===== src/rtl/mul_seq_if.sv =====
// dti valid/ready stream interface carrying a W-bit payload.
// producer/consumer modports are aliased as master/slave.
interface dti #(
  parameter int unsigned W = 8
);
  logic [W-1:0] data;
  logic         valid;
  logic         ready;

  modport producer (output data, output valid, input  ready);
  modport consumer (input  data, input  valid, output ready);
  modport master   (output data, output valid, input  ready);
  modport slave    (input  data, input  valid, output ready);
endinterface


===== src/rtl/mul_seq.sv =====
// Sequential shift-add multiplier on dti streams; full-width product after TDIN1 cycles.
// Define MUL_SEQ_EARLY_TERM_EN to leave CALC as soon as the remaining multiplier bits are zero.
module mul_seq #(
  parameter int unsigned TDIN0       = 8,
  parameter int unsigned TDIN1       = 8,
  parameter bit          DIN0_SIGNED = 1'b0,
  parameter bit          DIN1_SIGNED = 1'b0
) (
  input  logic clk,
  input  logic rst,
  dti.consumer din0,
  dti.consumer din1,
  dti.producer dout
);
  localparam int unsigned TDOUT = TDIN0 + TDIN1;
  localparam int unsigned TCNT  = $clog2(TDIN1 + 1);

  typedef enum logic [1:0] {IDLE, CALC, DONE} state_t;

  state_t           state;
  logic [TDOUT-1:0] mcand;
  logic [TDOUT-1:0] acc;
  logic [TDIN1-1:0] mplier;
  logic [TCNT-1:0]  cnt;
  logic             neg;
  logic             valid_q;
  logic [TDOUT-1:0] data_q;

  logic             take;
  logic             sign_a;
  logic             sign_b;
  logic [TDIN0-1:0] mag_a;
  logic [TDIN1-1:0] mag_b;
  logic [TDOUT-1:0] acc_nxt;
  logic [TDIN1-1:0] mplier_nxt;
  logic [TDOUT-1:0] prod;
  logic             last;

  // Both operands are consumed together, only while idle.
  assign take       = (state == IDLE) & din0.valid & din1.valid;
  assign din0.ready = take;
  assign din1.ready = take;

  // Magnitudes; the most-negative value maps onto 2^(T-1), which still fits unsigned.
  assign sign_a = DIN0_SIGNED & din0.data[TDIN0-1];
  assign sign_b = DIN1_SIGNED & din1.data[TDIN1-1];
  assign mag_a  = sign_a ? (~din0.data + 1'b1) : din0.data;
  assign mag_b  = sign_b ? (~din1.data + 1'b1) : din1.data;

  always_comb begin
    acc_nxt    = acc;
    if (mplier[0]) begin
      acc_nxt = acc + mcand;
    end
    mplier_nxt = mplier >> 1;
    prod       = neg ? (~acc_nxt + 1'b1) : acc_nxt;
`ifdef MUL_SEQ_EARLY_TERM_EN
    last       = (cnt == TCNT'(1)) | (mplier_nxt == '0);
`else
    last       = (cnt == TCNT'(1));
`endif
  end

  always_ff @(posedge clk or negedge rst) begin
    if (!rst) begin
      state   <= IDLE;
      mcand   <= '0;
      acc     <= '0;
      mplier  <= '0;
      cnt     <= '0;
      neg     <= 1'b0;
      valid_q <= 1'b0;
      data_q  <= '0;
    end else begin
      case (state)
        IDLE: begin
          if (take) begin
            mcand  <= TDOUT'(mag_a);
            mplier <= mag_b;
            neg    <= sign_a ^ sign_b;
            acc    <= '0;
            cnt    <= TCNT'(TDIN1);
            state  <= CALC;
          end
        end
        CALC: begin
          acc    <= acc_nxt;
          mcand  <= mcand << 1;
          mplier <= mplier_nxt;
          cnt    <= cnt - 1'b1;
          if (last) begin
            data_q  <= prod;
            valid_q <= 1'b1;
            state   <= DONE;
          end
        end
        DONE: begin
          if (dout.ready) begin
            valid_q <= 1'b0;
            state   <= IDLE;
          end
        end
        default: state <= IDLE;
      endcase
    end
  end

  assign dout.valid = valid_q;
  assign dout.data  = data_q;
endmodule


===== src/flat_wrapper.sv =====
// flat-port wrapper written by rule: the top's interface ports become plain ports
module mul_seq_flat 
#(
  parameter int unsigned TDIN0       = 8,
  parameter int unsigned TDIN1       = 8,
  parameter bit          DIN0_SIGNED = 1'b0,
  parameter bit          DIN1_SIGNED = 1'b0
)
  (clk, rst, din0_data, din0_valid, din0_ready, din1_data, din1_valid, din1_ready, dout_data, dout_valid, dout_ready);
  dti #(.W((8))) din0_i ();
  dti #(.W((8))) din1_i ();
  dti #(.W(((8) + (8)))) dout_i ();
  input  logic clk;
  input  logic rst;
  input wire logic [$bits(din0_i.data)-1:0] din0_data;
  input wire logic [$bits(din0_i.valid)-1:0] din0_valid;
  output wire logic [$bits(din0_i.ready)-1:0] din0_ready;
  input wire logic [$bits(din1_i.data)-1:0] din1_data;
  input wire logic [$bits(din1_i.valid)-1:0] din1_valid;
  output wire logic [$bits(din1_i.ready)-1:0] din1_ready;
  output wire logic [$bits(dout_i.data)-1:0] dout_data;
  output wire logic [$bits(dout_i.valid)-1:0] dout_valid;
  input wire logic [$bits(dout_i.ready)-1:0] dout_ready;
  assign din0_i.data = din0_data;
  assign din0_i.valid = din0_valid;
  assign din0_ready = din0_i.ready;
  assign din1_i.data = din1_data;
  assign din1_i.valid = din1_valid;
  assign din1_ready = din1_i.ready;
  assign dout_data = dout_i.data;
  assign dout_valid = dout_i.valid;
  assign dout_i.ready = dout_ready;
  mul_seq #(.TDIN0(TDIN0), .TDIN1(TDIN1), .DIN0_SIGNED(DIN0_SIGNED), .DIN1_SIGNED(DIN1_SIGNED)) u_core (.clk(clk), .rst(rst), .din0(din0_i), .din1(din1_i), .dout(dout_i));
endmodule

===== config.mk =====
export PLATFORM = sky130hd
export DESIGN_NAME = mul_seq_flat
export DESIGN_NICKNAME = d
export VERILOG_FILES = /design/src/rtl/mul_seq_if.sv /design/src/rtl/mul_seq.sv /design/src/flat_wrapper.sv
export SDC_FILE = /design/constraint.sdc
export NUM_CORES = 1
export LEC_CHECK = 0
export CORE_MARGIN = 5
export CORE_UTILIZATION = 55
export CTS_BUF_LIST = sky130_fd_sc_hd__clkbuf_4 sky130_fd_sc_hd__clkbuf_8
export CTS_CLUSTER_DIAMETER = 100
export DETAILED_ROUTE_END_ITERATION = 7
export PLACE_DENSITY_LB_ADDON = 0.3
export RECOVER_POWER = 50
export SLEW_MARGIN = 10
export SYNTH_ARGS = -nofsm -noshare
export SYNTH_HDL_FRONTEND = slang
export SYNTH_SLANG_ARGS = --single-unit

===== constraint.sdc =====
create_clock -name clk -period 2.93 [get_ports clk]
set_clock_uncertainty 0.1 [all_clocks]
set_input_delay 0.4395 -clock clk [delete_from_list [all_inputs] [get_ports clk]]
set_output_delay 0.4395 -clock clk [all_outputs]
set_load 0.1 [all_outputs]

==> impl_metrics.csv <==
group,metric,value,unit
grt,overflow,0,
worst_setup_path,critPathKind,"reg2reg",
synthesis,synth_xor_area_frac,0.0398,
clock_tree,post_cts_resized,0,
worst_setup_path,crit_arrival,2.78,ns
worst_setup_path,crit_path_start,"u_core.mcand[0]$_DFFE_PN0P_",
synthesis,ys.warnings.count,0,
worst_setup_path,r2r-start,"u_core.mcand[0]$_DFFE_PN0P_",
timing,max_clock_freq,377,MHz
finish,final_net_count,432,
synthesis,syn_area_per_cell,9.37,um^2
place,io_buffer_count,39,
grt,antenna_found_initial,0,
synthesis,synth_ff_type,"dfrtp_1",
worst_setup_path,crit_end,"u_core.dout.data[14]$_DFFE_PN0P_",
floorplanning,die_h,87.4,um
synthesis,synth_async_sr_flop_share,1.00,
route,via_per_inst,5.69,
clock_tree,clk_path_buf_depth,2,
place,place.gp.congestion,0.826,
synthesis,synth_top_family_by_area,"compound AO/OA/AOI/OAI gates",
worst_setup_path,crit_path_start_kind,"register",
synthesis,ys_seq_elements,63,
timing,finalSetupTns,0,ns
route,drc,0,
grt,grtUsageTotal,0.213,
synthesis,synthesis.area,0.00330,mm^2
worst_setup_path,cp_num_buf_inv,0,
synthesis,synth-adder-area-share,0.0706,
clock_tree,numCtsBuffers,9,
worst_setup_path,crit_path_end_kind,"register",
timing,relSlewSlack,-0.0215,
synthesis,synth_fp_nets,391,
finish,mostFrequentLayoutCells,"63 x dfrtp_1, 52 x nand2_1, 37 x nor2_1, 19 x nand3_1, 19 x clkdlybuf4s50_1",
worst_setup_path,reg2reg_setup_slack,0.28,ns
synthesis,synthSimpleGateAreaFrac,0.164,
timing,fin_crit_sh,0.904,
timing,worstMarginPinSlew,1.53,ns
timing,finalSetupViolCount,0,
grt,grt_pass1_wl,12.7,mm
synthesis,synthMuxAreaShare,0.0364,
hold_path,min_path_type,"reg2reg",
route,routedWlPerCell,15.6,um
finish,n_antenna_cell,0,
timing,grt_setup_unrepaired,"false",
outcome,outcome,"finished, violations left",
finish,fillers,513,
place,dp_hpwl,5.16,mm
floorplanning,num_io_pins,40,
floorplanning,coreArea,0.00589,mm^2
clock_tree,clk_latency,0.35,ns
worst_setup_path,crit_cells,9,
worst_setup_path,worstPathCellList,"ha_1, fa_1, a21oi_1, o21ai_1, o21ai_1, o21ai_1, a31oi_1, mux2i_1, nand2_1",
run,max_cap_viol_count,1,
floorplanning,die_x,87.4,um
clock_tree,path_clk_slew,0.07,ns
outcome,violations,"capacitance limit, slew limit",
worst_setup_path,slowest_stage,"dfrtp_1",
route,drt-initial-drc-count,134,
clock_tree,postCtsSetupBuffers,0,
synthesis,synthCells,352,
clock_tree,clockRootBuffer,"clkbuf_8",
worst_setup_path,crit_fanout,3,
grt,grt_pass1_vias,2735,
route,ant_nets,0,
route,totalWireLength,7.38,mm
finish,mostFrequentLayoutCell,"dfrtp_1",
timing,hold_viol_final,0,
synthesis,ys_seq_area_frac,0.478,
worst_setup_path,max_stage_delay,0.42,ns
floorplanning,rows,28,
finish,drive_gt1_frac,0.101,
finish,area_growth,18.2,%
synthesis,synth_compound_area_frac,0.182,
grt,grt_max_degree,64,
clock_tree,clkSinkCount,63,
route,dr.pass1.iters,4,
floorplanning,die_area,0.00764,mm^2
timing,period_needed,2.65,ns
worst_setup_path,reg2reg_depth,9,
clock_tree,cts_hold_buffers,0,
worst_setup_path,crit_required,3.06,ns
floorplanning,initial_core_util,0.560,
route,vias,2693,
clock_tree,cts_tree,"built",
worst_setup_path,critPathTopFamily,"compound AO/OA/AOI/OAI gates",
worst_setup_path,crit_top_cell,"o21ai_1",
synthesis,ys_types,39,
clock_tree,htree_levels,3,
timing,slew_viol_final,64,
worst_setup_path,reg2reg_to,"u_core.dout.data[14]$_DFFE_PN0P_",
synthesis,synth_enable_flop_cells,0,
[layer usage]
layer,GRT usage,vias to the layer above,routed length [um]
li1,-,1325,-
met1,0.273,1305,3400
met2,0.349,50,3490
met3,0.0482,13,363
met4,0.0865,0,124
met5,0,-,0
[worst reg2reg max path, cell delays in order, from the launching register on]
cell	delay, ns
dfrtp_1	0.42
ha_1	0.25
fa_1	0.42
a21oi_1	0.22
o21ai_1	0.12
o21ai_1	0.25
o21ai_1	0.16
a31oi_1	0.30
mux2i_1	0.22
nand2_1	0.07
[cells in the mapped netlist, types with 4 or more instances]
cell	count	area share
nand2_1	52	0.059
a21o_1	5	0.011
xnor2_1	9	0.024
nor3b_1	4	0.0091
mux2i_1	12	0.036
a22o_1	10	0.027
nand3_1	19	0.029
clkbuf_1	15	0.017
ha_1	17	0.065
o21ai_1	13	0.020
o21ai_0	18	0.027
xor2_1	6	0.016
inv_1	7	0.0080
nor2_1	37	0.042
o22ai_1	15	0.028
a21oi_1	17	0.026
dfrtp_1	63	0.48
[sequential cells by signal, indices dropped and copies added, names as in the netlist]
register           cells
u_core.dout.data      16
u_core.acc            16
u_core.state           2
u_core.mcand          16
u_core.mplier          8
u_core.dout.valid      1
u_core.cnt             4
[through the flow]
stage	std cells	worst slack (ns)	hold slack [ns]	cell area [um^2]	util
6_report	473	0.281	0.380	3900	0.662
3_3_place_gp	457	0.446	0.359	3740	0.636
3_5_place_dp	457	0.350	0.370	3740	0.636
5_1_grt	473	0.131	0.393	3900	0.662
2_1_floorplan	352	0.622	0.0439	3300	-
4_1_cts	473	0.312	0.175	3930	0.668
[how the worst min path moves through the flow]
stage,startpoint,to,slack (ns),depth (start not counted)
after floorplan,rst,u_core.acc[0]$_DFFE_PN0P_,0.04,0
after global placement,u_core.dout.data[13]$_DFFE_PN0P_,u_core.dout.data[13]$_DFFE_PN0P_,0.36,1
after detailed placement,u_core.cnt[3]$_DFFE_PN0P_,u_core.cnt[3]$_DFFE_PN0P_,0.37,1
after CTS,rst,u_core.acc[5]$_DFFE_PN0P_,0.18,2
after global routing,u_core.cnt[3]$_DFFE_PN0P_,u_core.cnt[3]$_DFFE_PN0P_,0.39,1
final,u_core.cnt[3]$_DFFE_PN0P_,u_core.cnt[3]$_DFFE_PN0P_,0.38,1
[kinds of logic after synthesis]
group | count (synthesis)
AND/OR/NAND/NOR | 125
AO/OA/AOI/OAI | 95
flip-flops | 63
buffers and inverters | 24
adder cells (fa/ha/maj) | 18
XOR/XNOR | 15
multiplexers | 12
[area by class of cell]
| class | count | area [um^2] | area share |
|---|---|---|---|
| clock buffers | 13 | 166 | 0.0427 |
| well taps | 75 | 93.8 | 0.0241 |
| repair buffers | 47 | 390 | 0.100 |
| flip-flops and latches | 63 | 1580 | 0.405 |
| inverters | 7 | 26.3 | 0.00674 |
| multi-input cells | 265 | 1630 | 0.417 |
| clock inverters | 3 | 17.5 | 0.00450 |
Power is not shown: default switching activity piles up to over one toggle a cycle in this logic, so the estimate is an artifact.
